## src/rtl/div_pkg.sv

```systemverilog
// Shared types and default widths for the sequential signed divider.
package div_pkg;

   typedef enum logic [1:0] {
      IDLE,
      ITER,
      FIX,
      DONE
   } div_state_e;

   localparam int DIV_DW = 5;
   localparam int DIV_VW = 3;

   // Bit counter width; a 1-bit dividend still needs a 1-bit counter.
   function automatic int div_cnt_w(input int dw);
      return (dw > 1) ? $clog2(dw) : 1;
   endfunction

endpackage

```

## src/rtl/div_step.sv

```systemverilog
// One combinational restoring-division step: shift in a bit, trial-subtract, keep or restore.
module div_step #(
   parameter int VW = 3
) (
   input  logic [VW:0]   prem_i,
   input  logic          bit_i,
   input  logic [VW-1:0] dvs_i,
   output logic [VW:0]   prem_o,
   output logic          q_o
);

   logic [VW+1:0] shifted;
   logic [VW:0]   diff;

   always_comb begin
      shifted = {prem_i, bit_i};
      diff    = shifted[VW:0] - {1'b0, dvs_i};
      q_o     = (shifted >= {2'b00, dvs_i});
      prem_o  = q_o ? diff : shifted[VW:0];
   end

endmodule

```

## src/rtl/seq_divider.sv

```systemverilog
// Iterative signed divider: magnitude restoring division, one quotient bit per clock,
// followed by a sign-fix cycle; valid/ready handshakes on both sides.
module seq_divider
   import div_pkg::*;
#(
   parameter int DW = DIV_DW,
   parameter int VW = DIV_VW
) (
   input  logic          CLK,
   input  logic          RST,
   input  logic          IN_VALID,
   output logic          IN_READY,
   input  logic [DW-1:0] DIVIDEND,
   input  logic [VW-1:0] DIVISOR,
   output logic          OUT_VALID,
   input  logic          OUT_READY,
   output logic [DW-1:0] QUOT,
   output logic [VW-1:0] REM,
   output logic          DIV0,
   output logic          OVF
);

   localparam int CW = div_cnt_w(DW);

   div_state_e    state_q, state_d;
   logic [CW-1:0] cnt_q, cnt_d;
   logic [DW-1:0] quo_sh_q, quo_sh_d;
   logic [VW:0]   prem_q, prem_d;
   logic [VW-1:0] dvs_mag_q, dvs_mag_d;
   logic [VW-1:0] dvd_lo_q, dvd_lo_d;
   logic          neg_a_q, neg_a_d;
   logic          neg_b_q, neg_b_d;
   logic          z_flag_q, z_flag_d;
   logic          o_flag_q, o_flag_d;
   logic [DW-1:0] quot_q, quot_d;
   logic [VW-1:0] rem_q, rem_d;
   logic          div0_q, div0_d;
   logic          ovf_q, ovf_d;

   logic [VW:0]   step_prem;
   logic          step_q;

   div_step #(.VW(VW)) u_step (
      .prem_i (prem_q),
      .bit_i  (quo_sh_q[DW-1]),
      .dvs_i  (dvs_mag_q),
      .prem_o (step_prem),
      .q_o    (step_q)
   );

   always_comb begin
      // NOTE: every signal gets a default first so no path through the case infers a latch.
      state_d   = state_q;
      cnt_d     = cnt_q;
      quo_sh_d  = quo_sh_q;
      prem_d    = prem_q;
      dvs_mag_d = dvs_mag_q;
      dvd_lo_d  = dvd_lo_q;
      neg_a_d   = neg_a_q;
      neg_b_d   = neg_b_q;
      z_flag_d  = z_flag_q;
      o_flag_d  = o_flag_q;
      quot_d    = quot_q;
      rem_d     = rem_q;
      div0_d    = div0_q;
      ovf_d     = ovf_q;

      unique case (state_q)
         IDLE: begin
            if (IN_VALID) begin
               neg_a_d   = DIVIDEND[DW-1];
               neg_b_d   = DIVISOR[VW-1];
               quo_sh_d  = DIVIDEND[DW-1] ? -DIVIDEND : DIVIDEND;
               dvs_mag_d = DIVISOR[VW-1] ? -DIVISOR : DIVISOR;
               dvd_lo_d  = DIVIDEND[VW-1:0];
               z_flag_d  = (DIVISOR == '0);
               o_flag_d  = (DIVIDEND == {1'b1, {(DW-1){1'b0}}}) && (DIVISOR == '1);
               prem_d    = '0;
               cnt_d     = '0;
               state_d   = ITER;
            end
         end
         ITER: begin
            prem_d   = step_prem;
            quo_sh_d = {quo_sh_q[DW-2:0], step_q};
            cnt_d    = cnt_q + CW'(1);
            if (cnt_q == CW'(DW - 1)) state_d = FIX;
         end
         FIX: begin
            if (z_flag_q) begin
               quot_d = '1;
               rem_d  = dvd_lo_q;
               div0_d = 1'b1;
               ovf_d  = 1'b0;
            end else begin
               // Truncating signs; the -2^(DW-1)/-1 magnitude wraps to itself here.
               quot_d = (neg_a_q ^ neg_b_q) ? -quo_sh_q : quo_sh_q;
               rem_d  = neg_a_q ? -prem_q[VW-1:0] : prem_q[VW-1:0];
               div0_d = 1'b0;
               ovf_d  = o_flag_q;
            end
            state_d = DONE;
         end
         DONE: begin
            if (OUT_READY) state_d = IDLE;
         end
         default: state_d = IDLE;
      endcase
   end

   // NOTE: sequential state uses non-blocking assignments only, so all flops see pre-edge values.
   always_ff @(posedge CLK or posedge RST) begin
      if (RST) begin
         state_q   <= IDLE;
         cnt_q     <= '0;
         quo_sh_q  <= '0;
         prem_q    <= '0;
         dvs_mag_q <= '0;
         dvd_lo_q  <= '0;
         neg_a_q   <= 1'b0;
         neg_b_q   <= 1'b0;
         z_flag_q  <= 1'b0;
         o_flag_q  <= 1'b0;
         quot_q    <= '0;
         rem_q     <= '0;
         div0_q    <= 1'b0;
         ovf_q     <= 1'b0;
      end else begin
         state_q   <= state_d;
         cnt_q     <= cnt_d;
         quo_sh_q  <= quo_sh_d;
         prem_q    <= prem_d;
         dvs_mag_q <= dvs_mag_d;
         dvd_lo_q  <= dvd_lo_d;
         neg_a_q   <= neg_a_d;
         neg_b_q   <= neg_b_d;
         z_flag_q  <= z_flag_d;
         o_flag_q  <= o_flag_d;
         quot_q    <= quot_d;
         rem_q     <= rem_d;
         div0_q    <= div0_d;
         ovf_q     <= ovf_d;
      end
   end

   assign IN_READY  = (state_q == IDLE);
   assign OUT_VALID = (state_q == DONE);
   assign QUOT      = quot_q;
   assign REM       = rem_q;
   assign DIV0      = div0_q;
   assign OVF       = ovf_q;

endmodule

```

## config.mk

```make
export PLATFORM = sky130hd
export DESIGN_NAME = seq_divider
export DESIGN_NICKNAME = d
export VERILOG_FILES = /design/src/rtl/div_pkg.sv /design/src/rtl/div_step.sv /design/src/rtl/seq_divider.sv
export SDC_FILE = /design/constraint.sdc
export NUM_CORES = 1
export LEC_CHECK = 0
export CORE_MARGIN = 2
export CORE_UTILIZATION = 50
export DETAILED_ROUTE_END_ITERATION = 10
export HOLD_SLACK_MARGIN = 0.05
export PLACE_DENSITY_LB_ADDON = 0.12
export SLEW_MARGIN = 10
export SYNTH_ARGS = -nofsm -noshare
export SYNTH_HDL_FRONTEND = slang
export SYNTH_SLANG_ARGS = --single-unit
```

## constraint.sdc

```tcl
create_clock -name CLK -period 3.25 [get_ports CLK]
set_input_delay 0.4875 -clock CLK [delete_from_list [all_inputs] [get_ports CLK]]
set_output_delay 0.4875 -clock CLK [all_outputs]
set_load 0.05 [all_outputs]
```

==> Word level (Yosys, flattened, before mapping) <==
Cells that the tools add are included.
{ "word_totals": {"output_inout_bits": 12, "romBits": 0, "ram_bits": 0, "latchBits": 0, "n_memories": 0, "register_bits": 34, "wordCells": 57} }
{ "classes": {"n_mul": 0, "add_sub_neg": 6, "mux": 19, "reduce_logical": 7, "bitwise_logic": 1, "n_eq_ne": 9, "n_shift": 0, "magnitude_cmp": 1, "n_div": 0} }
{ "op_table": {"columns": ["op", "count"], "rows": [
  ["$mux W5", 4],
  ["$mux W3", 4],
  ["$neg A5 Y5", 2],
  ["$pmux W5 S2", 1],
  ["$mux W4", 2],
  ["$pmux W2 S4", 1],
  ["$pmux W4 S2", 1],
  ["$eq A3 B3 Y1 const B", 2],
  ["$mux W2", 3],
  ["$neg A3 Y3", 2],
  ["$pmux W3 S2", 1],
  ["$eq A5 B5 Y1 const B", 1],
  ["$ge A5 B3 Y1", 1],
  ["$eq A2 B2 Y1 const B", 2],
  ["$ne A2 B2 Y1 const B", 2],
  ["$reduce_and A2 Y1", 2],
  ["$sub A4 B3 Y4", 1],
  ["$add A3 B1 Y3 const B", 1],
  ["$logic_not A3 Y1", 1],
  ["$reduce_and A3 Y1", 1],
  ["$eq A2 B1 Y1 const B", 1],
  ["$logic_not A2 Y1", 1],
  ["$mux W1", 2],
  ["$ne A2 B1 Y1 const B", 1],
  ["other kinds (3)", 3]
]} }

==> Longest topological paths before layout <==
{ "logic_depth": {"word_depth": 4, "depth_mapped": 7} }

==> Modules after synthesis <==
From an unflattened synthesis, not the netlist that was laid out.
{ "unflattened": {"cells_unflattened": 190, "area_unflattened_um2": 1905.6} }
{ "modules_own_cells": {"columns": ["module", "area_each_um2", "instances", "cells_per_inst"], "rows": [
  ["seq_divider", 1727.9, 1, 170],
  ["div_step", 177.7, 1, 20]
]} }

==> Worst setup path before layout <==
OpenSTA, ideal clock, no wires.
{ "synth_timing": {"path_type": "register to register", "startpoint": "register state_q[0]", "endpoint": "register quo_sh_q[2]", "arrival_ns": 1.718, "setup_ns": 0.128, "n_path_buf": 1, "path_stages_with_launch": 7, "path_slack_ns": 1.404, "required_ns": 3.122, "cell_sequence": "dfrtp_1 inv_1 ha_1 nand2b_1 o21ai_1 buf_2 o21ai_0"} }
{ "synth_between": {"elab_chain_cells": 3} }
{ "synth_rtl": {"columns": ["item", "line_no", "rtl"], "rows": [
  ["from (decl)", "seq_divider.sv:25", "div_state_e state_q, state_d;"],
  ["from (signal assigned)", "seq_divider.sv:129", "state_q <= state_d;"],
  ["$logic_not A2 Y1 *", null, null],
  ["named net IN_READY", "seq_divider.sv:12", "output logic IN_READY,"],
  ["$ne A2 B2 Y1 (no source line) / $reduce_bool A2 Y1 (equally long branches)", null, null],
  ["$reduce_and A2 Y1 (no source line)", null, null],
  ["to (signal assigned)", "seq_divider.sv:131", "quo_sh_q <= quo_sh_d;"],
  ["to (decl)", "seq_divider.sv:27", "logic [DW-1:0] quo_sh_q, quo_sh_d;"]
]} }
The timed path passes the listed nets; every way through them passes the cells marked *.
A chain may end at the register's enable or synchronous reset.

==> Worst setup path after layout <==
{ "layout_timing": {"startpoint": "register state_q[0]", "endpoint": "output port IN_READY"} }
{ "layout_between": {"elab_chain_cells": 1} }
{ "layout_rtl": {"columns": ["item", "line_no", "rtl"], "rows": [
  ["$logic_not A2 Y1", "seq_divider.sv:146", "assign IN_READY = (state_q == IDLE);"],
  ["to (decl)", "seq_divider.sv:12", null]
]} }
No other way between the ends.

==> impl_metrics.json <==
{
  "max-slew-margin-rel": 0.325,
  "wl_mm": 3.69,
  "crit_slowest_cell": "clkdlybuf4s50_1",
  "ys_ff_latch": 34,
  "layout.nets": 244,
  "globalRoute.totalOverflow": 0,
  "synth_area_leaders": "dfrtp_1 (45%), ha_1 (9.3%), nand2_1 (4.8%)",
  "ir_worst_vdd_mv": 0.562,
  "period_needed_ns": 2.46,
  "die_y_microns": 65.2,
  "end_kind": "output pin",
  "avgSynthCellArea_sq_um": 9.76,
  "core.rowCount": 22,
  "yosysMostFrequentCell": "dfrtp_1",
  "numCtsBuffers": 5,
  "hold_path.class": "flop to flop",
  "insertion_delay_ns": 0.30,
  "antenna_found_initial": 0,
  "synthAdderAreaFrac": 0.104,
  "initial_core_util": 0.516,
  "io_buffers": 23,
  "worstSetupPathType": "flop to output pin",
  "dieArea_sq_um": 4250,
  "drcViolationCount": 0,
  "outcome": "finished, final reports clean",
  "dr.pass1.iters": 4,
  "fmaxAchievable_ghz": 0.406,
  "utilization": 0.629,
  "critPathLaunchType": "flop",
  "max_stage_delay_ns": 0.85,
  "syn_inst": 192,
  "cts_resized": 0,
  "gp_congestion": 0.833,
  "yosys.area.top_type": "dfrtp_1",
  "synth_mux_area_frac": 0.0741,
  "cts-root-buf": "clkbuf_8",
  "min_period_over_period": 0.758,
  "rsz0062_at_grt": "false",
  "synth_top_area_frac": 0.454,
  "path_max_fanout": 7,
  "fin_skew_ns": 0.0102,
  "ys_warn_count": 0,
  "seq_area_frac_synth": 0.454,
  "wl_per_cell_microns": 13.9,
  "viasPerCell": 5.31,
  "grt_use_total": 0.201,
  "hold_buffers": 0,
  "place_worst_setup_slack_ns": 1.11,
  "drt-initial-drc-count": 52,
  "ys.flop_type": "dfrtp_1",
  "cts_buffer_depth": 2,
  "power.leakage_nw": 1.02,
  "postCtsSetupRepairBufs": 0,
  "synth_cell_types": 36,
  "ant_nets": 0,
  "grt_pass1_wl_mm": 6.46,
  "postSynthNetCount": 219,
  "cap_violations": 0,
  "synth-simple-area-share": 0.134,
  "synth-xor-area-share": 0.0374,
  "pin_count": 24,
  "synth_top_family_by_area": "compound AO/OA/AOI/OAI gates",
  "clk_pin_slew_ns": 0.07,
  "arrival_ns": 1.97,
  "grt_max_degree": 35,
  "required_ns": 2.76,
  "coreArea_sq_um": 3630,
  "cts_sinks": 34,
  "synth_enable_flop_cells": 0,
  "htree_levels": 2,
  "tns_ns": 0,
  "vias": 1413,
  "n_antenna_cell": 0,
  "setup_viol": 0,
  "dp_hpwl_mm": 2.75,
  "die_w_microns": 65.2,
  "syn-cell-area_sq_um": 1870,
  "crit_chain": "inv_1, ha_1, clkdlybuf4s50_1",
  "synthTopCellsByCount": "dfrtp_1 (34), nand2_1 (24), inv_1 (20)",
  "synth_compound_area_frac": 0.144,
  "fin_ws_ns": 0.788,
  "worst_slew_pin_slew_ns": 1.01,
  "grt_pass1_vias": 1372,
  "cts_tree": "yes",
  "slew_viol_final": 0,
  "async_flop_share": 1.00,
  "powerDensity_nw_per_um2": 1140,
  "syn2layout_area_growth_pct": 21.9,
  "finalHoldViolations": 0,
  "drive_gt1_frac": 0.0917
}
==> layer usage <==
| layer | vias up | global-route usage | share of wire |
|---|---|---|---|
| li1 | 703 | - | - |
| met1 | 671 | 0.254 | 0.46 |
| met2 | 35 | 0.343 | 0.48 |
| met3 | 4 | 0.0514 | 0.049 |
| met4 | 0 | 0.0547 | 0.0098 |
| met5 | - | 0 | 0 |
==> layout make-up <==
| type | count | area, sq um |
|---|---|---|
| fillers | 323 | 1350 |
| multi-input cells | 132 | 923 |
| flip-flops and latches | 34 | 851 |
| repair buffers | 24 | 238 |
| inverters | 20 | 75.1 |
| clock buffers | 5 | 68.8 |
| clock inverters | 3 | 68.8 |
| well taps | 48 | 60.1 |
==> layout by cell type (no fill, tap or decap), types with 2 or more instances in the layout <==
master and n:
clkdlybuf4s50_1 23, a21oi_1 7, a22o_1 2, o211ai_1 2, nor3_1 3, ha_1 14
mux2i_1 6, o21ai_1 2, o21ai_0 17, nand2_1 24, inv_1 20, o311ai_1 2
nor2b_1 3, nor2_1 12, mux2_2 7, bufinv_16 2, o31ai_1 2, xnor2_1 8
dfrtp_1 34, nand2b_1 3, clkbuf_8 5, a31oi_1 3
==> critical path, delay by kind of cell, from the launching register on <==
family     cells  cell delay, ns
flops          1            0.41
fa+ha+maj      1            0.31
buf+inv        2            0.97
==> power by group <==
group          internal (mW)  switching (mW)
registers              0.609           0.155
clock network          0.307           0.168
logic                  0.547           0.818
total                   1.46            1.14
==> stage by stage <==
step	hold slack, ns	instances	total power [mW]	area (sq um)
after detailed placement	0.477	258	2.13	2150
after global routing	0.528	266	2.82	2280
after CTS	0.493	266	2.62	2280
after floorplan	0.450	192	1.79	1870
after global placement	0.475	258	2.08	2150
final	0.489	266	2.60	2280
==> flip-flops by register name, indices dropped and copies added (netlist names) <==
signal and cells:
DIV0 1, OVF 1, QUOT 5, REM 3, cnt_q 3, dvd_lo_q 3, dvs_mag_q 3, neg_a_q 1
neg_b_q 1, o_flag_q 1, prem_q 4, quo_sh_q 5, state_q 2, z_flag_q 1
==> worst paths after layout <==
check / start / to / slack [ns] / depth (start not counted)
max: state_q[0]$_DFFE_PP0P_ / IN_READY / 0.79 / 3
min: dvd_lo_q[1]$_DFFE_PP0P_ / dvd_lo_q[1]$_DFFE_PP0P_ / 0.49 / 2
max reg2reg: state_q[1]$_DFFE_PP0P_ / quo_sh_q[3]$_DFFE_PP0P_ / 1.20 / 4
min reg2reg: dvd_lo_q[1]$_DFFE_PP0P_ / dvd_lo_q[1]$_DFFE_PP0P_ / 0.49 / 2
max in group asynchronous: RST / dvd_lo_q[1]$_DFFE_PP0P_ / 2.36 / 3
min in group asynchronous: RST / DIV0$_DFFE_PP0P_ / 0.58 / 3
==> kinds of logic after synthesis <==
| group | count (synthesis) |
|---|---|
| compound gates | 43 |
| xor+xnor | 8 |
| fa+ha+maj | 15 |
| buf+inv | 26 |
| flops | 34 |
| mux | 13 |
| simple gates | 53 |
Power figures use the tool's default switching activity.
